--- src/rtl/handshake_constant_seq_if.sv ---
// Handshake bundle for handshake_constant_seq: ctrl token channel in, data token channel out.
// A token moves on a channel in any cycle where its valid and ready are both 1 at the rising edge.
interface handshake_constant_seq_if #(
  parameter int DATA_WIDTH = 32
);
  logic                  ctrl_valid;
  logic                  ctrl_ready;
  logic [DATA_WIDTH-1:0] outs;
  logic                  outs_valid;
  logic                  outs_ready;

  modport master (
    input  ctrl_valid,
    output ctrl_ready,
    output outs,
    output outs_valid,
    input  outs_ready
  );

  modport slave (
    output ctrl_valid,
    input  ctrl_ready,
    input  outs,
    input  outs_valid,
    output outs_ready
  );
endinterface

--- src/rtl/handshake_constant_seq.sv ---
// Elastic constant / arithmetic-sequence source: every accepted ctrl token yields one outs token,
// buffered up to NUM_SLOTS deep so ctrl_ready never depends combinationally on outs_ready.
module handshake_constant_seq #(
  parameter int DATA_WIDTH  = 32,
  parameter int CONST_VALUE = 1,
  parameter int NUM_SLOTS   = 2,
  parameter int SEQ_MODE    = 0,
  parameter int STEP        = 1
) (
  input  logic                           clk,
  input  logic                           rst,
  handshake_constant_seq_if.master       bus,
  output logic [$clog2(NUM_SLOTS+1)-1:0] occupancy
);

  localparam int                    CW      = $clog2(NUM_SLOTS + 1);
  localparam logic [DATA_WIDTH-1:0] CONST_V = DATA_WIDTH'(CONST_VALUE);
  localparam logic [DATA_WIDTH-1:0] STEP_V  = DATA_WIDTH'(STEP);
  localparam logic [CW-1:0]         FULL_V  = CW'(NUM_SLOTS);
  localparam bit                    SEQ     = (SEQ_MODE != 0);

  generate
    if (NUM_SLOTS < 1) begin : g_bad_slots
      $error("handshake_constant_seq: NUM_SLOTS must be >= 1");
    end
    if (DATA_WIDTH < 1) begin : g_bad_width
      $error("handshake_constant_seq: DATA_WIDTH must be >= 1");
    end
  endgenerate

  logic [CW-1:0]         cnt_q, cnt_d;
  logic [DATA_WIDTH-1:0] val_q, val_d;
  logic                  push, pop;

  // Handshake outputs decode registered state only, so no in-to-out combinational path exists.
  assign bus.ctrl_ready = (cnt_q < FULL_V);
  assign bus.outs_valid = (cnt_q != '0);
  assign bus.outs       = val_q;
  assign occupancy      = cnt_q;

  always_comb begin
    push  = bus.ctrl_valid & bus.ctrl_ready;
    pop   = bus.outs_valid & bus.outs_ready;
    cnt_d = cnt_q;
    val_d = val_q;
    if (push && !pop) begin
      cnt_d = cnt_q + CW'(1);
    end else if (pop && !push) begin
      cnt_d = cnt_q - CW'(1);
    end
    // Sequence advances on consumption only; wrap-around is silent.
    if (SEQ && pop) begin
      val_d = val_q + STEP_V;
    end
  end

  always_ff @(posedge clk or negedge rst) begin
    if (!rst) begin
      cnt_q <= '0;
      val_q <= CONST_V;
    end else begin
      cnt_q <= cnt_d;
      val_q <= val_d;
    end
  end

endmodule

--- src/flat_wrapper.sv ---
// flat-port wrapper written by rule: the top's interface ports become plain ports
module handshake_constant_seq_flat 
#(
  parameter int DATA_WIDTH  = 32,
  parameter int CONST_VALUE = 1,
  parameter int NUM_SLOTS   = 2,
  parameter int SEQ_MODE    = 0,
  parameter int STEP        = 1
)
  (clk, rst, occupancy, bus_ctrl_valid, bus_ctrl_ready, bus_outs, bus_outs_valid, bus_outs_ready);
  handshake_constant_seq_if #(.DATA_WIDTH(DATA_WIDTH)) bus_i ();
  input  logic clk;
  input  logic rst;
  output logic [$clog2(NUM_SLOTS+1)-1:0] occupancy;
  input wire logic [$bits(bus_i.ctrl_valid)-1:0] bus_ctrl_valid;
  output wire logic [$bits(bus_i.ctrl_ready)-1:0] bus_ctrl_ready;
  output wire logic [$bits(bus_i.outs)-1:0] bus_outs;
  output wire logic [$bits(bus_i.outs_valid)-1:0] bus_outs_valid;
  input wire logic [$bits(bus_i.outs_ready)-1:0] bus_outs_ready;
  assign bus_i.ctrl_valid = bus_ctrl_valid;
  assign bus_ctrl_ready = bus_i.ctrl_ready;
  assign bus_outs = bus_i.outs;
  assign bus_outs_valid = bus_i.outs_valid;
  assign bus_i.outs_ready = bus_outs_ready;
  handshake_constant_seq #(.DATA_WIDTH(DATA_WIDTH), .CONST_VALUE(CONST_VALUE), .NUM_SLOTS(NUM_SLOTS), .SEQ_MODE(SEQ_MODE), .STEP(STEP)) u_core (.clk(clk), .rst(rst), .bus(bus_i), .occupancy(occupancy));
endmodule
--- config.mk ---
export PLATFORM = sky130hd
export DESIGN_NAME = handshake_constant_seq_flat
export DESIGN_NICKNAME = d
export VERILOG_FILES = /design/src/rtl/handshake_constant_seq_if.sv /design/src/rtl/handshake_constant_seq.sv /design/src/flat_wrapper.sv
export SDC_FILE = /design/constraint.sdc
export NUM_CORES = 1
export LEC_CHECK = 0
export CORE_UTILIZATION = 24
export DETAILED_ROUTE_END_ITERATION = 7
export PLACE_DENSITY = 0.74
export RECOVER_POWER = 100
export SYNTH_ARGS = -nofsm -noshare
export SYNTH_HDL_FRONTEND = slang
export SYNTH_SLANG_ARGS = --single-unit
export TNS_END_PERCENT = 50
--- constraint.sdc ---
create_clock -name clk -period 1.3 [get_ports clk]
set_input_delay 0.13 -clock clk [delete_from_list [all_inputs] [get_ports clk]]
set_output_delay 0.13 -clock clk [all_outputs]
set_load 0.05 [all_outputs]
==> results.py <==
metrics = {
    "outcome": {
        "outcome": "finished, final reports clean",
    },
    "global_routing": {
        "grt_pass1_wl_um": 565,
        "grt_use_met1_pct": 4.90,
        "grtUsageTotal_pct": 6.55,
        "grt_max_degree": 5,
        "met3_usage_pct": 3.80,
        "grt_pass1_vias": 143,
        "globalRoute.totalOverflow": 0,
        "antenna_found_initial": 0,
        "top_usage_layer": "met4",
        "met2_usage_pct": 8.33,
    },
    "clocking": {
        "clk_latency_ns": 0.23,
        "cts_max_path_buffers": 2,
        "cts_buffers": 3,
        "cts-root-buf": "clkbuf_4",
        "clkTransAtPathRegs_ns": 0.03,
        "numClockSinks": 2,
        "h-tree-depth": 1,
        "cts_tree": "done",
        "cts_hold_buf": 0,
    },
    "sta": {
        "holdWs_ns": 0.137,
        "post-route-min-period_ns": 1.28,
        "setup_tns_ns": 0,
        "setup_viol": 0,
        "rsz0062_at_grt": "yes",
        "period_share_pct": 98.4,
        "fmax_ghz": 0.782,
        "hold_viol": 0,
        "clock_skew_ns": 0.00113,
        "final_max_slew_viol_count": 0,
        "final.setup.worst_slack_ns": 0.0211,
    },
    "logic_synthesis": {
        "synthAdderAreaFrac_pct": 3.47,
        "syn_area_per_cell_sq_um": 8.01,
        "yosys-top-cells-count": "buf_4, conb_1, dfrtp_1, xnor2_1",
        "ys_types": 11,
        "yosys.area_share.simple_pct": 5.56,
        "ys_ff_latch": 2,
        "synth_compound_area_share_pct": 0,
        "synthTopCellsByArea": "buf_4, dfrtp_1, xnor2_1, ha_1, xor2_1",
        "yosys_warnings": 0,
        "ys_seq_area_share_pct": 13.9,
        "synth_edf_count": 0,
        "muxShareOfSynthArea_pct": 0,
        "yosysTopAreaCellShare_pct": 66.7,
        "yosys.area.top_type": "buf_4",
        "synth_top_family_by_area": "buffers and inverters",
        "synth_area_sq_um": 360,
        "yosysMostFrequentCell": "buf_4",
        "synthCells": 45,
        "async_flop_share_pct": 100,
        "ys.flop_type": "dfrtp_1",
        "synth-xor-area-share_pct": 7.29,
    },
    "worst_setup_path": {
        "reg2reg_depth": 6,
        "worst-setup-path-type": "reg2reg",
        "cp-end-kind": "register",
        "crit_required_ns": 1.41,
        "cp-start-kind": "register",
        "critical_path_peak_fanout": 2,
        "cp.arrival_ns": 1.38,
    },
    "power": {
        "p_sw_uw": 658,
        "switching_share_pct": 54.4,
        "ir_drop_v": 0.00163,
        "p_comb_share_pct": 77.8,
        "p_seq_share_pct": 10.6,
        "p_int_uw": 553,
        "p_leak_uw": 0.000230,
        "power_density_nw_per_um2": 2920,
        "clockPowerShare_pct": 11.6,
    },
    "finish": {
        "area_delta_synth_final_pct": 14.9,
        "nNetsFinal": 63,
        "largest_reg_flops": 2,
        "layout-drive-gt1-share_pct": 28.6,
        "n_antenna_cell": 0,
    },
    "place": {
        "place.detailed.hpwl_um": 327,
        "dpl_worst_slack_ns": -0.136,
        "place.port_buffers": 7,
        "gp_congestion": 0.548,
    },
    "floorplan": {
        "io_pins": 40,
        "dieWidth_um": 40.8,
        "core_sq_um": 1350,
        "start_util_pct": 26.7,
        "num_rows": 13,
        "die_h_um": 40.8,
        "die_area_sq_um": 1660,
    },
    "drt": {
        "drt-initial-drc-count": 3,
        "drt_wl_total_um": 422,
        "wl_per_cell_um": 5.94,
        "vias": 200,
        "final_antenna_net_count": 0,
        "drcViolationCount": 0,
        "viasPerCell": 2.82,
        "drtPass1Iterations": 2,
    },
    "hold_path": {
        "hold_class": "in2async",
    },
    "job": {
        "cap_viol_max_count": 0,
    },
}
per-layer routing:
metal / share of wire [%] / vias to the layer above / routed length (um)
li1: - / 90 / -
met1: 31 / 83 / 132
met2: 46 / 23 / 194
met3: 16 / 4 / 69
met4: 6.2 / 0 / 26
met5: 0 / - / 0
worst max-delay path, stage by stage (launching register included):
cell	delay, ns
dfrtp_2	0.39
or2_4	0.26
nand2_4	0.06
ha_4	0.13
xor2_2	0.14
nor2_1	0.06
xnor2_1	0.11
repair_timing:
action                     CTS  global route
buffers inserted             1             0
resized for setup            1             1
setup endpoints to repair    1             1
pin swaps                    1             0
power by group through the flow:
stage / combinational, uW / sequential (uW) / clock [uW]
6_report: 941 / 129 / 140
5_1_grt: 1000 / 131 / 147
4_1_cts: 980 / 128 / 149
3_5_place_dp: 944 / 129 / 0
3_3_place_gp: 939 / 129 / 0
2_1_floorplan: 565 / 253 / 0
worst paths after layout:
| kind | from | end | slack, ns |
|---|---|---|---|
| min in group clk | u_core.occupancy[0] | u_core.occupancy[0] | 0.61 |
| setup reg to reg | u_core.occupancy[0] | u_core.occupancy[1] | 0.02 |
| setup / recovery | u_core.occupancy[0] | u_core.occupancy[1] | 0.02 |
| hold reg to reg | u_core.occupancy[0] | u_core.occupancy[0] | 0.61 |
| hold / removal | rst | u_core.occupancy[0] | 0.14 |
| max in group asynchronous | rst | u_core.occupancy[1] | 1.03 |
per-stage QoR:
stage                     util, %  area [sq um]  cells  total power, uW
after floorplan                 -           493     75              818
after global placement       28.5           384     67             1070
after detailed placement     28.5           384     67             1070
after CTS                    31.0           419     71             1260
after global routing         30.7           414     71             1280
final                        30.7           414     71             1210
area by class of cell:
type                    instances  area, sq um
clock buffers                   3         22.5
fillers                       155          936
inverters                       1         3.75
multi-input cells              40          209
flip-flops and latches          2         52.6
well taps                      15         18.8
repair buffers                 10          108
logic make-up (layout without fill, tap and decap cells):
group                      Yosys count  count (layout)
and+or+nand+nor                      4               4
other                                2              32
xor gates and xnor gates             3               3
buffers and inverters               33              14
DFF                                  2               2
adders and majority gates            1               1
cell usage in the layout (no fill, tap or decap):
master | Yosys | routed
buf_12 | 0 | 2
buf_4 | 32 | 5
clkbuf_4 | 0 | 3
clkdlybuf4s50_1 | 0 | 2
conb_1 | 2 | 32
dfrtp_2 | 0 | 2
dlygate4sd3_1 | 0 | 1
ha_4 | 0 | 1
inv_1 | 1 | 1
nand2_4 | 0 | 1
nor2_1 | 1 | 1
nor2b_1 | 1 | 1
or2_4 | 0 | 1
xnor2_1 | 2 | 2
xor2_2 | 0 | 1
No activity file was read; power rests on OpenSTA's default activity.
